**config.mk**
```make
export PLATFORM = sky130hd
export DESIGN_NAME = chan_lfsr
export DESIGN_NICKNAME = d
export VERILOG_FILES = /design/src/rtl/chan_lfsr.sv
export SDC_FILE = /design/constraint.sdc
export NUM_CORES = 1
export LEC_CHECK = 0
export BUFFER_PORTS_ARGS = -buffer_cell sky130_fd_sc_hd__buf_2
export CELL_PAD_IN_SITES_DETAIL_PLACEMENT = 1
export CELL_PAD_IN_SITES_GLOBAL_PLACEMENT = 2
export CORE_AREA = 2 2 46 80
export DETAILED_ROUTE_END_ITERATION = 6
export DIE_AREA = 0 0 48 82
export PLACE_DENSITY = 0.8
export RECOVER_POWER = 25
export SLEW_MARGIN = 20
export SYNTH_ARGS = -nofsm -noshare
export SYNTH_HDL_FRONTEND = slang
export SYNTH_SLANG_ARGS = --single-unit
```
**constraint.sdc**
```tcl
create_clock -name clk -period 2.2 [get_ports clk]
set_input_delay 0.11 -clock clk [delete_from_list [all_inputs] [get_ports clk]]
set_output_delay 0.11 -clock clk [all_outputs]
set_load 0.005 [all_outputs]
```
**src/rtl/chan_lfsr.sv**
```systemverilog
// Purpose : Galois LFSR random source with a load and a step enable.
// Latency : value is combinational; a load is visible in the same cycle.
// Backpressure: none; the state only moves when step or load is asserted.
//
// Ports:
//   clk, rst  clock and asynchronous active-high reset (state <= SEED)
//   load      use load_val (0 replaced by 1) as the current value
//   load_val  reseed value
//   step      advance once from the current value
//   value     current LFSR value used for this cycle's decision
module chan_lfsr #(
    parameter int            W    = 16,
    parameter logic [W-1:0]  TAPS = 16'hB400,
    parameter logic [W-1:0]  SEED = 16'hACE1
) (
    input  logic         clk,
    input  logic         rst,
    input  logic         load,
    input  logic [W-1:0] load_val,
    input  logic         step,
    output logic [W-1:0] value
);

    logic [W-1:0] state_q;
    logic [W-1:0] seed_nz;
    logic [W-1:0] nxt;

    // An all-zero state would lock the LFSR, so a zero seed becomes 1.
    assign seed_nz = (load_val == '0) ? {{(W-1){1'b0}}, 1'b1} : load_val;

    // A reseed applies to a symbol arriving in the same cycle.
    assign value = load ? seed_nz : state_q;
    assign nxt   = value[0] ? ((value >> 1) ^ TAPS) : (value >> 1);

    always_ff @(posedge clk or posedge rst) begin
        if (rst) begin
            state_q <= SEED;
        end else if (step) begin
            state_q <= nxt;
        end else if (load) begin
            state_q <= seed_nz;
        end
    end

endmodule

```
Word-level counts from Yosys, hierarchy flattened
Cells that the tools add are included.
{"block": "totals", "regBits": 16, "in_bits": 20, "out_inout_bits": 16, "word_cells": 7}
{"block": "op_classes", "muxes": 4, "bitwise": 1, "n_reduce_logical": 1}
{"cell": "$mux 16", "count": 4}
{"cell": "$logic_not 16->1", "count": 1}
{"cell": "$not 3->4", "count": 1}

Logic depth before layout (Yosys ltp)
Gate-level depths: netlist (run 1).
{"block": "depth", "word_depth": 6, "ltp_mapped": 6, "mapped_depth_nobuf": 4}

Worst setup path after synthesis (run 1)
OpenSTA, ideal clock, no wires.
{"block": "synth_timing", "path_type": "input -> register", "startpoint": "input port load_val[13]", "endpoint": "register state_q[10]", "setup_ns": 0.086, "arrival_time_ns": 1.347, "required_time_ns": 2.114, "setup_slack_ns": 0.767, "path_stages": 4, "path_buffers": 0, "path_cell_list": "or4_1 o41ai_4 a21oi_1 o31ai_2"}
{"block": "synth_via", "elab_chain_cells": 6}
{"element": "start: declaration", "line_no": "19", "text": "input logic [W-1:0] load_val,"}
{"element": "$logic_not 16->1 (*)", "line_no": "29", "text": "assign seed_nz = (load_val == '0) ? {{(W-1){1'b0}}, 1'b1} : load_val;"}
{"element": "$mux 16 (*)", "line_no": "29"}
{"element": "$mux 16 (*)", "line_no": "40", "text": "end else if (load) begin"}
{"element": "$not 3->4 (no line)"}
{"element": "$mux 16", "line_no": "33", "text": "assign nxt = value[0] ? ((value >> 1) ^ TAPS) : (value >> 1);"}
{"element": "$mux 16 (*)", "line_no": "38", "text": "end else if (step) begin"}
{"element": "end signal: assignment", "line_no": "39", "text": "state_q <= nxt;"}
{"element": "end signal: assignment", "line_no": "41", "text": "state_q <= seed_nz;"}
{"element": "end: declaration", "line_no": "24", "text": "logic [W-1:0] state_q;"}
Mark *: on every way between the ends. The rest lies on a longest branch, timed or not.

Worst setup path in the final report (run 1)
{"block": "layout_timing", "startpoint": "input port load_val[13]", "endpoint": "output port value[0]"}
{"block": "layout_via", "elab_chain_cells": 3}
{"element": "$logic_not 16->1", "line_no": "29"}
{"element": "$mux 16", "line_no": "29"}
{"element": "$mux 16"}
{"element": "end: declaration", "line_no": "21", "text": "output logic [W-1:0] value"}
Every way passes these cells.

==> flow_metrics.tcl, run 1 <==
set metrics [dict create \
    largestRegisters "state_q: 16 flops" \
    synth.distinct_cells 19 \
    grt_usage_pct 13.2 \
    die_area_mm2 0.00394 \
    mappedNetlistNets 117 \
    overflow 0 \
    fin_tns_setup_ns 0 \
    grt_pass1_wl_mm 3.69 \
    synth-seq-cells 16 \
    place.gp.congestion 0.728 \
    cp-start-kind "input pin" \
    crit_start "load_val[13]" \
    antenna_found_initial 0 \
    layout_common_cells "buf_2 (35), nor2_1 (30), mux2_2 (8), dfstp_2 (8), dfrtp_1 (8)" \
    period_share_pct 76.3 \
    fmax_mhz 596 \
    p_leak_nw 0.549 \
    hpwl_mm 1.88 \
    synth_top_cell_by_area "dfstp_2" \
    vias_per_cell 4.47 \
    pwr_density_cell_mw_per_mm2 674 \
    drv_slew 0 \
    area_delta_synth_final_pct 30.1 \
    yosysTopAreaCellShare_pct 22.9 \
    arrival_ns 1.57 \
    path_clk_slew_ns 0.06 \
    ys_warn_count 0 \
    maxCapViolations 0 \
    critPathMaxFanout 4 \
    wl_mm 2.40 \
    fin_skew_ns 0.00279 \
    critPathRequiredTime_ns 2.09 \
    diodes 0 \
    synth_area_leaders "dfstp_2 (23%), dfrtp_1 (22%), mux2_2 (16%)" \
    clock_latency_ns 0.25 \
    cts-resized-gates 0 \
    worst_r2r_endpoint "state_q[12]" \
    worstMarginPinSlew_ns 0.611 \
    timing.critical_path.to "value[0]" \
    yosysSeqAreaShare_pct 44.7 \
    cts_setup_buffers 0 \
    grt_setup_unrepaired "no" \
    timing.rr.start "state_q[0]" \
    grt_pass1_vias 818 \
    vdd_ir_drop_max_v 0.000311 \
    netlist_instances 97 \
    grt_start_max_net_pins 19 \
    clockBufferDepth 2 \
    relSlewSlack_pct 59.2 \
    numCtsBuffers 3 \
    finalSetupViolCount 0 \
    hp-class "in2reg" \
    die_height_um 82 \
    fin_util_pct 35.9 \
    status "completed" \
    power.total_mw 0.805 \
    critical_path_class "in2out" \
    clock-sinks 16 \
    drc_errors 0 \
    wl_per_cell_um 13.6 \
    clock-root-buffer "clkbuf_8" \
    start_util_pct 27.6 \
    ant_nets 0 \
    die_x_um 48 \
    final.min_clock_period_ns 1.68 \
    syn-mean-instance-area_um2 9.47 \
    syn_area_um2 918 \
    core-area_mm2 0.00333 \
    num_vias 792 \
    cts_tree "yes" \
    layout-drive-gt1-share_pct 46.2 \
    cts_max_level 1 \
    regMostFlops "state_q" \
    first_iter_violations 2 \
    rows 28 \
    final_nets 153 \
    r2r_setup_slack_ns 1.05 \
    hold_viol_final 0 \
    dr.pass1.iters 3 \
    io_buffer_count 35 \
    mostFrequentLayoutCell "buf_2" \
    end_kind "output port" \
    r2r_cells 4 \
    largest_register_ffs 16 \
    ios 36 \
]
## cells by family (layout without fill, tap and decap cells)
group / count (synthesis) / count (layout) / share of synthesized area (%)
mux: 15 / 15 / 18.1
simple gates: 45 / 45 / 22.1
buf+inv: 10 / 45 / 4.22
compound gates: 11 / 11 / 10.9
flops: 16 / 16 / 44.7
## final cells by class
type / instances / area [µm²]
Clock buffer: 4 / 55.1
Fill cell: 411 / 2130
Inverter: 5 / 18.8
Multi-Input combinational cell: 71 / 469
Sequential cell: 16 / 410
Tap cell: 45 / 56.3
Timing Repair Buffer: 36 / 185
## metrics by stage
step                      cell area, µm²  worst slack, ns  std cells  hold WS (ns)
after floorplan                      918            0.767         97        0.0180
after global placement              1130            0.560        172         0.217
after detailed placement            1130            0.520        172         0.211
after CTS                           1190            0.519        177         0.216
after global routing                1190            0.459        177         0.224
final                               1190            0.522        177         0.218
## Yosys cell counts, drive strengths merged
cell type and number:
o21ai 1, a21oi 6, or2 1, mux2i 2, nor2b 4, or4 4, o41ai 1, buf 1
nand2 5, clkbuf 4, dfstp 8, nor2 30, inv 5, nand2b 1, mux2 13, o31ai 3
dfrtp 8
## per-layer routing
layer / part of all wire (%) / vias up / global-route usage (%)
met1: 38 / 382 / 13.7
met2: 56 / 16 / 24.0
met4: 1.7 / 0 / 7.30
met3: 3.7 / 2 / 1.10
li1: - / 392 / -
met5: 0 / - / 0
## how the worst min path moves through the flow
stage / from / to / slack, ns / depth (start not counted)
floorplan: rst / state_q[12] / 0.02 / 1
global placement: rst / state_q[14] / 0.22 / 2
detailed placement: rst / state_q[12] / 0.21 / 2
CTS: load_val[10] / state_q[9] / 0.22 / 3
global route: load_val[10] / state_q[9] / 0.22 / 3
finish: load_val[10] / state_q[9] / 0.22 / 3
## what timing repair did
action,4_1_cts,5_1_grt
endpoints found under the setup margin,0,0
hold buffers,1,0
endpoints found under the hold margin,8,0
## report_power, final
group | leakage [nW] | total, mW | switching [mW] | internal (mW)
logic | 0.346 | 0.196 | 0.106 | 0.0895
clock network | 0.0288 | 0.256 | 0.0971 | 0.159
registers | 0.174 | 0.354 | 0.00935 | 0.344
total | 0.549 | 0.805 | 0.213 | 0.592
## worst max-delay path, stage by stage
cell and delay [ns]:
buf_2 0.10, or4_1 0.58, o41ai_4 0.44, nand2_1 0.15, inv_1 0.08, buf_2 0.10
No activity file was read; power rests on OpenSTA's default activity.
==> run 2: changes to the inputs <==
--- a/config.mk
+++ b/config.mk
@@ -5,13 +5,14 @@
 export SDC_FILE = /design/constraint.sdc
 export NUM_CORES = 1
 export LEC_CHECK = 0
+export ABC_AREA = 1
 export BUFFER_PORTS_ARGS = -buffer_cell sky130_fd_sc_hd__buf_2
 export CELL_PAD_IN_SITES_DETAIL_PLACEMENT = 1
 export CELL_PAD_IN_SITES_GLOBAL_PLACEMENT = 2
-export CORE_AREA = 2 2 46 80
+export CORE_AREA = 2 2 53 92
 export DETAILED_ROUTE_END_ITERATION = 6
-export DIE_AREA = 0 0 48 82
-export PLACE_DENSITY = 0.8
+export DIE_AREA = 0 0 55 94
+export PLACE_DENSITY = 0.73
 export RECOVER_POWER = 25
 export SLEW_MARGIN = 20
 export SYNTH_ARGS = -nofsm -noshare
==> constraint.sdc (replaced) <==
create_clock -name clk -period 1.3 [get_ports clk]
set_input_delay 0.065 -clock clk [delete_from_list [all_inputs] [get_ports clk]]
set_output_delay 0.065 -clock clk [all_outputs]
set_load 0.005 [all_outputs]
==> flow_metrics.tcl, run 2 <==
set metrics [dict create \
    ctsHoldBuffers 1 \
    largestRegisters "state_q: 16 flops" \
    arrival_ns 1.13 \
    fin_util_pct 29.1 \
    ys_warn_count 0 \
    crit_start "state_q[0]" \
    crit_path_cell_trace "or2_4 > nand2_4 > inv_1 > buf_2" \
    maxCapViolations 0 \
    synth_area_leaders "dfstp_2 (21%), dfrtp_1 (20%), nand2_1 (18%)" \
    synthFlopType "dfstp_2" \
    synth_common_cells "nand2_1 (48), nor2_1 (20), a31oi_1 (9), nand2_2 (9)" \
    drv_slew 0 \
    timing.rr.start "state_q[13]" \
    die_x_um 55 \
    wl_mm 2.92 \
    clock_latency_ns 0.25 \
    vias_per_cell 4.43 \
    critPathRequiredTime_ns 1.24 \
    yosysSeqAreaShare_pct 40.3 \
    largest_register_ffs 16 \
    fill_cells 569 \
    hold_viol_final 0 \
    critical_path_class "reg2out" \
    final_cells 222 \
    synth_top_cell_by_area "dfstp_2" \
    ant_nets 0 \
    num_vias 984 \
    diodes 0 \
    holdPathStages 3 \
    synth.distinct_cells 15 \
    grt_start_max_net_pins 23 \
    layout_common_cells "nand2_1 (50), buf_2 (34), nor2_1 (20)" \
    critical_path_depth 4 \
    antenna_found_initial 0 \
    syn_area_mm2 0.00102 \
    cts_max_level 1 \
    grt_setup_unrepaired "no" \
    final.min_clock_period_ns 1.20 \
    syn-mean-instance-area_um2 7.60 \
    wl_per_cell_um 13.1 \
    first_iter_violations 3 \
    relSlewSlack_pct 58.2 \
    status "completed" \
    max_stage_delay_ns 0.52 \
    regMostFlops "state_q" \
    fin_area_mm2 0.00128 \
    start_util_pct 23.1 \
    place.gp.congestion 0.814 \
    min_from "load_val[7]" \
    vdd_ir_drop_max_v 0.000452 \
    clockBufferDepth 2 \
    dr.pass1.iters 3 \
    fin_tns_setup_ns 0 \
    netlist_instances 134 \
    end_kind "output port" \
    r2r_setup_slack_ns 0.27 \
    clock-root-buffer "clkbuf_8" \
    rows 32 \
    finalSetupViolCount 0 \
    cts-resized-gates 0 \
    path_clk_slew_ns 0.07 \
    fmax_mhz 835 \
    ios 36 \
    pwr_density_cell_mw_per_mm2 1100 \
    synth-seq-cells 16 \
    grt_pass1_vias 1082 \
    fin_hold_ws_ns 0.0890 \
    hpwl_mm 2.45 \
    hp-class "in2reg" \
    synth_edf_count 0 \
    yosysMostFrequentCell "nand2_1" \
    mostFrequentLayoutCell "nand2_1" \
    core-area_mm2 0.00440 \
    fin_skew_ns 0.00296 \
    worst_r2r_endpoint "state_q[12]" \
    critPathBufInv 2 \
    mappedNetlistNets 154 \
    dp_cells 217 \
    timing.critical_path.to "value[0]" \
    p_leak_nw 0.680 \
    grt_pass1_wl_mm 4.86 \
    cp_top_family "flip-flops" \
    grt_usage_pct 13.1 \
    io_buffer_count 35 \
    area_delta_synth_final_pct 25.7 \
    cp-start-kind "flip-flop" \
    cts_tree "yes" \
    place_area_mm2 0.00122 \
    ys_async_sr_fraction_pct 100 \
    slowest_stage "dfstp_2" \
    overflow 0 \
    clock-sinks 16 \
    final_nets 192 \
    die_area_mm2 0.00517 \
    period_share_pct 92.2 \
    layout-drive-gt1-share_pct 39.2 \
    worstMarginPinSlew_ns 0.626 \
    cts_setup_buffers 0 \
    drc_errors 0 \
    critPathMaxFanout 6 \
    yosysTopAreaCellShare_pct 20.6 \
    r2r_cells 5 \
    die_height_um 94 \
    numCtsBuffers 3 \
]
-- run 2: routing by layer --
layer	wire length [µm]	part of all wire (%)	GRT usage, %	vias up
met2	1710	59	24.1	23
li1	-	-	-	493
met4	36	1.2	4.88	0
met3	121	4.1	1.91	4
met5	0	0	0	-
met1	1050	36	14.0	464
-- run 2: final cells by class --
type / instances / area [µm²] / area share [%]
Clock buffer: 4 / 55.1 / 4.30
Tap cell: 51 / 63.8 / 4.99
Sequential cell: 16 / 410 / 32.1
Timing Repair Buffer: 39 / 205 / 16.0
Inverter: 7 / 33.8 / 2.64
Multi-Input combinational cell: 105 / 512 / 40.0
-- run 2: cells by family (layout without fill, tap and decap cells) --
logic type | Yosys count | in the layout | synth area share, %
compound gates | 13 | 13 | 7.49
flops | 16 | 16 | 40.3
buf+inv | 13 | 50 | 8.97
simple gates | 92 | 92 | 43.2
-- run 2: how the worst min path moves through the flow --
stage / endpoint / slack, ns
floorplan: state_q[12] / -0.03
global placement: state_q[9] / 0.17
detailed placement: state_q[9] / 0.18
CTS: state_q[6] / 0.09
global route: state_q[7] / 0.11
finish: state_q[6] / 0.09
-- run 2: worst register-to-register path: stages, from the launching register on --
cell and delay (ns):
dfstp_2 0.52, nand2_1 0.04, nand2_1 0.12, nand3_1 0.09, nand3_1 0.10, nand2_1 0.06
-- run 2: metrics by stage --
step	power, mW	setup WS (ns)
after global placement	0.967	0.234
after floorplan	0.842	0.343
final	1.41	0.102
after CTS	1.44	0.0933
after detailed placement	0.976	0.202
after global routing	1.50	0.0508
-- run 2: power by group --
part | internal (mW) | switching (mW) | leakage [nW]
Clock | 0.269 | 0.187 | 0.0288
Sequential | 0.578 | 0.0320 | 0.178
Combinational | 0.141 | 0.205 | 0.474
Total | 0.988 | 0.425 | 0.680
